<file path="src/rtl/adpcm_tdm_tx.sv">
// ADPCM code FIFO and MSB-first TDM serializer with frame sync and derived bit clock.
// Define ADPCM_TDM_TX_PARITY_EN to send odd parity in the bit slot after the code bits.
module adpcm_tdm_tx #(
  parameter int CLK_DIV    = 8,
  parameter int FRAME_BITS = 8,
  parameter int FIFO_DEPTH = 4
) (
  input  logic       clk,
  input  logic       reset,
  input  logic [1:0] rate,
  input  logic       tx_en,
  input  logic [7:0] code_in,
  input  logic       code_valid,
  input  logic       clear_flags,
  output logic       ser_clk,
  output logic       ser_data,
  output logic       ser_fs,
  output logic       fifo_full,
  output logic       overflow,
  output logic       underrun
);

  localparam int DW = $clog2(CLK_DIV);
  localparam int AW = $clog2(FIFO_DEPTH);
  localparam int BW = $clog2(FRAME_BITS);

  typedef enum logic [1:0] {IDLE, START, SHIFT} state_t;

  state_t        state;
  logic [DW-1:0] div_cnt;
  logic          tick;
  logic [6:0]    mem [FIFO_DEPTH];
  logic [AW-1:0] wr_ptr, rd_ptr;
  logic [AW:0]   count;
  logic          empty, load, pop, push;
  logic [6:0]    head;
  logic [BW-1:0] head_n;
  logic [4:0]    head_sr;
  logic [4:0]    sr;
  logic [BW-1:0] n, bc;
  logic          bit_val;
  logic          code_unused;

  // Upper code bits carry no information for any rate.
  assign code_unused = ^code_in[7:5];

  assign tick      = tx_en && (div_cnt == DW'(CLK_DIV - 1));
  assign fifo_full = (count == (AW+1)'(FIFO_DEPTH));
  assign empty     = (count == '0);
  assign load      = tick && ((state == START) ||
                              (state == SHIFT && bc == BW'(FRAME_BITS - 1)));
  assign pop       = load && !empty;
  assign push      = code_valid && (!fifo_full || pop);
  assign head      = mem[rd_ptr];

  // Left-justify the head code so the shift register always emits from bit 4.
  always_comb begin
    // NOTE: every output of a combinational block gets a default first, otherwise a latch is inferred.
    head_n  = BW'(5);
    head_sr = head[4:0];
    case (head[6:5])
      2'b01:   begin head_n = BW'(4); head_sr = {head[3:0], 1'b0}; end
      2'b10:   begin head_n = BW'(3); head_sr = {head[2:0], 2'b0}; end
      2'b11:   begin head_n = BW'(2); head_sr = {head[1:0], 3'b0}; end
      default: ;
    endcase
  end

  always_ff @(posedge clk or posedge reset) begin
    // NOTE: sequential state uses non-blocking assignments so every register samples pre-edge values.
    if (reset)         div_cnt <= '0;
    else if (!tx_en)   div_cnt <= '0;
    else if (tick)     div_cnt <= '0;
    else               div_cnt <= div_cnt + DW'(1);
  end

  // NOTE: code storage is not reset; entries are only read once count says they were written.
  always_ff @(posedge clk) begin
    if (push) mem[wr_ptr] <= {rate, code_in[4:0]};
  end

  always_ff @(posedge clk or posedge reset) begin
    if (reset) begin
      wr_ptr <= '0;
      rd_ptr <= '0;
      count  <= '0;
    end else begin
      if (push) wr_ptr <= wr_ptr + AW'(1);
      if (pop)  rd_ptr <= rd_ptr + AW'(1);
      count <= count + (AW+1)'(push) - (AW+1)'(pop);
    end
  end

  // Set events take priority over a coincident clear.
  always_ff @(posedge clk or posedge reset) begin
    if (reset) begin
      overflow <= 1'b0;
      underrun <= 1'b0;
    end else begin
      if (code_valid && fifo_full && !pop) overflow <= 1'b1;
      else if (clear_flags)                overflow <= 1'b0;
      if (load && empty)                   underrun <= 1'b1;
      else if (clear_flags)                underrun <= 1'b0;
    end
  end

`ifdef ADPCM_TDM_TX_PARITY_EN
  logic par;
  always_ff @(posedge clk or posedge reset) begin
    if (reset)     par <= 1'b0;
    else if (load) par <= empty ? 1'b1 : ~^head_sr;
  end
  assign bit_val = (bc < n) ? sr[4] : ((bc == n) && par);
`else
  assign bit_val = (bc < n) && sr[4];
`endif

  always_ff @(posedge clk or posedge reset) begin
    if (reset) begin
      state    <= IDLE;
      sr       <= '0;
      n        <= '0;
      bc       <= '0;
      ser_clk  <= 1'b0;
      ser_data <= 1'b0;
      ser_fs   <= 1'b0;
    end else begin
      // Outputs are gated by tx_en so a disable clears the line on the very next edge.
      ser_clk  <= tx_en && (state == SHIFT) && (div_cnt < DW'(CLK_DIV / 2));
      ser_fs   <= tx_en && (state == SHIFT) && (bc == '0);
      ser_data <= tx_en && (state == SHIFT) && bit_val;
      if (!tx_en) begin
        state <= IDLE;
      end else begin
        case (state)
          IDLE: state <= START;
          default: begin
            if (load) begin
              state <= SHIFT;
              bc    <= '0;
              sr    <= empty ? '0 : head_sr;
              n     <= empty ? '0 : head_n;
            end else if (state == SHIFT && tick) begin
              bc <= bc + BW'(1);
              sr <= sr << 1;
            end
          end
        endcase
      end
    end
  end

endmodule

</file>
<file path="config.mk">
export PLATFORM = sky130hd
export DESIGN_NAME = adpcm_tdm_tx
export DESIGN_NICKNAME = d
export VERILOG_FILES = /design/src/rtl/adpcm_tdm_tx.sv
export SDC_FILE = /design/constraint.sdc
export NUM_CORES = 1
export LEC_CHECK = 0
export BUFFER_PORTS_ARGS = -buffer_cell sky130_fd_sc_hd__clkbuf_2
export CAP_MARGIN = 20
export CORE_MARGIN = 10
export CORE_UTILIZATION = 55
export CTS_BUF_LIST = sky130_fd_sc_hd__clkbuf_4
export CTS_CLUSTER_DIAMETER = 80
export CTS_CLUSTER_SIZE = 8
export DETAILED_ROUTE_END_ITERATION = 8
export PLACE_DENSITY_LB_ADDON = 0.12
export SLEW_MARGIN = 30
export SYNTH_ARGS = -nofsm -noshare
export SYNTH_HDL_FRONTEND = slang
export SYNTH_SLANG_ARGS = --single-unit
</file>
<file path="constraint.sdc">
create_clock -name clk -period 2.79 [get_ports clk]
set_input_delay 0.279 -clock clk [delete_from_list [all_inputs] [get_ports clk]]
set_output_delay 0.279 -clock clk [all_outputs]
set_load 0.03 [all_outputs]
</file>
==> metrics.md, run 1 <==
| Metric | Value |
|---|---|
| Fraction of registers with async set/reset | `approximately half` |
| CP startpoint | `div_cnt[0]` |
| Filler Cell Count | `roughly 320` |
| Die area | `0.00755 sq mm` |
| Pins Over Slew Limit | `0` |
| CP arrival | `approximately 2900 ps` |
| Largest net degree at the start of global routing | `29` |
| Main synth FF type | `edfxtp_1` |
| Post-Synth Adder-Cell Area | `under 10%` |
| Die X | `86.9 microns` |
| Die H | `between 80 and 90 microns` |
| First-pass GRT wire length | `between 6000 and 7000 microns` |
| Wire per inst | `about 17 microns` |
| Endpoint kind of the worst setup timing path | `flip-flop` |
| RSZ-0062 raised after global routing | `false` |
| Post-route cell area | `0.00268 sq mm` |
| Syn_nets | `about 190` |
| Worst-Skew Late Latency | `around 380 ps` |
| Setup CP Type | `flip-flop to flip-flop` |
| DRC | `0` |
| Floorplan row count | `24` |
| GRT Overall Usage | `between 10% and 20%` |
| Critical R2R Launch | `div_cnt[0]` |
| Worst path bufs/invs | `2` |
| Area growth syn-to-layout | `8.85%` |
| Largest family of logic cells by synthesized area | `multiplexers` |
| Synth Area in XOR/XNOR | `1.78%` |
| Clock transition at the registers of the reported paths | `~170 ps` |
| Initial antenna violation count | `0` |
| CP peak stage delay | `around 390 ps` |
| Post-Syn Area | `about 0.0025 sq mm` |
| Setup_tns | `0 ps` |
| DP HPWL | `approximately 3000 microns` |
| Critical path, cell by cell | `ha_1 > ha_1 > nand2_1 > o21ba_2 > o21a_1 > inv_1 > ha_1 > inv_1 > ha_1 > fa_1 > xnor2_1` |
| R2R Setup Slk | `~170 ps` |
| Grt ovf | `0` |
| Min-Delay Path Class | `input port to flip-flop` |
| Ys Warns | `0` |
| Final WS setup | `about 170 ps` |
| Peak VDD IR | `about 490 uV` |
| Max cap viols | `0` |
| Critical path launch point type | `flip-flop` |
| Fraction of layout cells with a size suffix above 1 | `16.8%` |
| # diodes | `0` |
| Post-synth top cells | `dfrtp_1, edfxtp_1, nand2_1` |
| Lkg Pwr | `around 1.2 nW` |
| DRT antenna net count | `0` |
| Worst slew pin tran | `between 500 and 600 ps` |
| Drt total wl | `just over 4000 microns` |
| Drt pass-1 iters | `4` |
| Post-synth EDFFs | `28` |
| Initial Util | `a little under three fifths` |
| Minimum clock period | `~2600 ps` |
| Core area | `between 0.004 and 0.005 sq mm` |
| Crit path max fanout | `7` |
| Slew HR | `between 60% and 70%` |
| Root Driver | `clkbuf_4` |
| Worst hold start | `code_in[1]` |
| Placed cell area | `roughly 0.0026 sq mm` |
| PwrDens | `681 mW/mm^2` |
| Post-synthesis compound-gate area fraction | `approximately 6.5%` |
| Synth area leaders | `edfxtp_1, dfrtp_1, mux4_1, ha_1, nand2_1` |
| Synth Area in Simple Gates | `about 8.6%` |
| Initial DRC count | `between 50 and 60` |
| Pwr Total | `about 1.8 mW` |
| Max Clock Freq | `approximately 380 MHz` |
| PortBufs | `17` |
| Longest Clk Path Bufs | `2` |
| Final period utilization | `a little over nine tenths` |
| H-tree levels | `2` |
| Final setup fails | `0` |
| Most used cell, CP | `ha_1` |
| Via count | `1387` |
| Seq/Total Area, Yosys | `a little over three fifths` |
| Synth cell types | `40` |
| Hold Slack | `about 110 ps` |
| Nets | `~220` |
| Top cell family by delay on the critical path | `adder cells` |
| Fin util | `61.5%` |
| Non-Filler Instances | `between 200 and 250` |
| Placed insts | `~230` |
| Final-report hold violation count | `0` |
| TritonCTS clock tree | `yes` |
| Number of global-route vias before repair | `about 1500` |
| Io pins | `21` |
| Worst path slowest cell | `dfrtp_1` |
| Mux contribution to synthesized area | `10.2%` |
| GPL Wtd Cong | `around 0.79` |
| CP required | `slightly above 3000 ps` |
| Synthesis-stage register bit count | `56` |
| Vias per cell | `5.73` |
| Placement Setup Slack | `between 150 and 200 ps` |
| Clock Skew | `~22 ps` |
| Yosys top cell by area | `edfxtp_1` |
| Num CTS Buffers | `5` |
| Status | `complete, no violations` |
| Yosys top cell area share | `approximately a third` |
| Gate Count Post-Synth | `between 150 and 200` |
| Synth Area per Inst | `14.9 sq um` |
| Clk sinks | `56` |
==> state kept, by name, summed over array words and instances, names as in the netlist <==
register  cells
underrun      1
ser_fs        1
bc            3
rd_ptr        2
state         2
ser_clk       1
ser_data      1
div_cnt       3
n             3
mem          28
overflow      1
wr_ptr        2
sr            5
count         3
==> logic make-up after synthesis <==
group                      count (synthesis)
DFF                                       56
xor gates and xnor gates                   5
AOI/OAI and AO/OA                         21
adders and majority gates                 14
and+or+nand+nor                           41
buffers and inverters                     17
muxes                                     11
==> cell type report <==
| class | count | area (sq um) | area share [%] |
|---|---|---|---|
| multi-input combinational | 92 | 850 | 31.7 |
| sequential | 56 | 1540 | 57.6 |
| tap | 52 | 65.1 | 2.43 |
| timing repair buffer | 19 | 103 | 3.83 |
| clock inverter | 3 | 25.0 | 0.935 |
| inverter | 15 | 56.3 | 2.10 |
| clock buffer | 5 | 37.5 | 1.40 |
==> routing by layer <==
layer	share of wire, %	global-route usage [%]	vias to the layer above
met4	1.1	4.42	0
met2	55	21.1	22
li1	-	-	663
met5	0	0	-
met1	40	12.7	697
met3	3.4	3.46	5
==> worst reg2reg max path: cells and delay by family, from the launching register on <==
kind	cells	cell delay, ps
flops	1	390
buf+inv	2	110
compound gates	2	570
simple gates	1	110
fa+ha+maj	5	1200
xor+xnor	1	170
==> final timing paths <==
| check | endpoint | depth (start not counted) |
|---|---|---|
| max | count[2] | 11 |
| min | mem[2][1] | 1 |
| max reg2reg | count[2] | 11 |
| min reg2reg | div_cnt[0] | 1 |
| max in group asynchronous | wr_ptr[1] | 3 |
| min in group asynchronous | rd_ptr[1] | 3 |
==> report_power, final <==
group	switching (mW)	internal (mW)
Combinational	0.221	0.161
Sequential	0.0663	1.02
Clock	0.253	0.105
==> timing repair <==
| action | in CTS | in global routing |
|---|---|---|
| setup buffers | 0 | 0 |
| gates resized for setup | 0 | 1 |
| hold buffers | 1 | 0 |
| endpoints found under the setup margin | 0 | 1 |
| endpoints found under the hold margin | 28 | 0 |
==> cell usage in the layout (no fill, tap or decap), types with 3 or more instances in the layout <==
cell	count
xnor2_1	3
and2_1	5
a221o_1	3
o21ai_0	4
dfrtp_1	28
nand3_1	3
inv_1	13
nand2b_1	3
mux4_1	7
ha_1	13
edfxtp_1	28
clkbuf_4	5
and3_1	3
nand2_1	16
clkbuf_2	17
(Power assumes the default switching activity.)
==> run 2: changes to the inputs <==
--- a/config.mk
+++ b/config.mk
@@ -8,7 +8,7 @@
 export BUFFER_PORTS_ARGS = -buffer_cell sky130_fd_sc_hd__clkbuf_2
 export CAP_MARGIN = 20
 export CORE_MARGIN = 10
-export CORE_UTILIZATION = 55
+export CORE_UTILIZATION = 58
 export CTS_BUF_LIST = sky130_fd_sc_hd__clkbuf_4
 export CTS_CLUSTER_DIAMETER = 80
 export CTS_CLUSTER_SIZE = 8
==> metrics.md, run 2 (same netlist as run 1, synthesis figures left out) <==
| Metric | Value |
|---|---|
| Pins Over Slew Limit | `0` |
| Max FFs per register | `28` |
| Area taken by flip-flops and latches | `approximately 0.0015 sq mm` |
| Floorplan row count | `23` |
| RSZ-0062 raised after global routing | `false` |
| Biggest regs | `mem: 28 flops, sr: 5 flops` |
| Die X | `85.1 microns` |
| Crit path max fanout | `5` |
| Slew HR | `60.5%` |
| Longest Clk Path Bufs | `2` |
| CP peak stage delay | `450 ps` |
| GRT Overall Usage | `a little under an eighth` |
| DRT antenna net count | `0` |
| Final-report hold violation count | `0` |
| Global routing's busiest layer | `met2` |
| Clock transition at the registers of the reported paths | `160 ps` |
| PortBufs | `17` |
| Endpoint kind of the worst setup timing path | `flip-flop` |
| Root Driver | `clkbuf_4` |
| Status | `complete, no violations` |
| Die H | `85.1 microns` |
| Drt total wl | `~3900 microns` |
| Num CTS Buffers | `5` |
| Grt ovf | `0` |
| Worst path slowest cell | `dfrtp_1` |
| First-pass GRT wire length | `approximately 7000 microns` |
| Minimum clock period | `roughly 2600 ps` |
| Final WS setup | `154 ps` |
| Fin util | `~66%` |
| GPL Wtd Cong | `around 0.79` |
| Critical path, cell by cell | `ha_1 > ha_1 > and3b_1 > o21ba_2 > nand2_2 > clkinv_1 > ha_1 > inv_1 > ha_1 > fa_1 > xnor2_1` |
| Die area | `around 0.0072 sq mm` |
| Clk sinks | `56` |
| Nets | `~220` |
| Placement Setup Slack | `between 100 and 150 ps` |
| Wire per inst | `about 16 microns` |
| CP arrival | `2950 ps` |
| Multi-input gate area | `851 sq um` |
| Most used cell, CP | `ha_1` |
| Final setup fails | `0` |
| Setup CP Type | `flip-flop to flip-flop` |
| Setup_tns | `0 ps` |
| Max cap viols | `0` |
| Io pins | `21` |
| Vias per cell | `between 5 and 6` |
| DRC | `0` |
| Initial DRC count | `57` |
| CP required | `3100 ps` |
| Worst slew pin tran | `591 ps` |
| Worst-Skew Late Latency | `370 ps` |
| Final period utilization | `94.5%` |
| H-tree levels | `2` |
| Filler Cell Count | `296` |
| Lkg Pwr | `1.18 nW` |
| Clock Skew | `between 15 and 20 ps` |
| Top cell family by delay on the critical path | `adder cells` |
| Initial Util | `60.6%` |
| Min-Delay Path Class | `input port to flip-flop` |
| TritonCTS clock tree | `yes` |
| Met1 Use GR | `between 10% and 20%` |
| Area growth syn-to-layout | `9.31%` |
| # diodes | `0` |
| Critical path launch point type | `flip-flop` |
| GRT met2 Usage | `approximately a fifth` |
| Fraction of layout cells with a size suffix above 1 | `between 10% and 20%` |
| Via count | `about 1400` |
| Worst path bufs/invs | `2` |
| Most flops, register | `mem` |
| Max Clock Freq | `between 300 and 400 MHz` |
| Commonest non-fill, non-tap cells in the layout | `dfrtp_1, edfxtp_1, clkbuf_2` |
| Met3 GRT Util | `roughly 3.4%` |
| Drt pass-1 iters | `4` |
| Largest net degree at the start of global routing | `29` |
| Initial antenna violation count | `0` |
| Peak VDD IR | `415 uV` |
| Core area | `about 0.0041 sq mm` |
| DP HPWL | `roughly 2900 microns` |
| Number of global-route vias before repair | `approximately 1500` |
| PwrDens | `between 600 and 700 mW/mm^2` |
run 2: cell count changes in the layout (fill, tap and decap cells not counted), sizes merged:
cell	change
clkinvlp	-1
clkinv	+2
inv	-2
bufinv	+1
run 2: power breakdown:
part	leakage [nW]	total, mW	switching, mW	internal, mW
Sequential	0.615	1.08	0.0625	1.02
Combinational	0.524	0.373	0.212	0.161
Clock	0.0403	0.420	0.236	0.183
run 2: cell type report:
class | instances | share of cell area, %
Clock buffer | 5 | 1.40
Clock inverter | 3 | 1.40
Inverter | 15 | 2.09
Multi-Input combinational cell | 92 | 31.6
Sequential cell | 56 | 57.3
Tap cell | 50 | 2.33
Timing Repair Buffer | 19 | 3.82
run 2: through the flow:
| step | total power [mW] | area [sq um] | instances | hold WS (ps) |
|---|---|---|---|---|
| after floorplan | 1.37 | 2460 | 165 | 344 |
| after global placement | 1.44 | 2600 | 231 | 426 |
| after detailed placement | 1.48 | 2600 | 231 | 364 |
| after CTS | 1.89 | 2690 | 240 | 111 |
| after global routing | 1.98 | 2690 | 240 | 109 |
| final | 1.87 | 2690 | 240 | 118 |
run 2: what timing repair did:
action | in CTS | in global routing
endpoints found under the hold margin | 28 | 0
hold buffers | 1 | 0
setup buffers | 0 | 0
setup endpoints to repair | 0 | 1
resized for setup | 0 | 2
run 2: worst paths after layout:
check                           start          to  slack (ps)  depth (start not counted)
setup / recovery                bc[0]    count[2]         150                         11
hold / removal             code_in[4]   mem[2][4]         120                          1
setup reg to reg                bc[0]    count[2]         150                         11
hold reg to reg            div_cnt[0]  div_cnt[0]         460                          1
max in group asynchronous       reset   wr_ptr[1]        1920                          3
min in group asynchronous       reset    count[1]         480                          3
run 2: metal layers:
layer | part of all wire [%] | vias up
met5 | 0 | -
met4 | 1.8 | 0
met3 | 3.7 | 7
met2 | 52 | 22
met1 | 42 | 673
li1 | - | 663
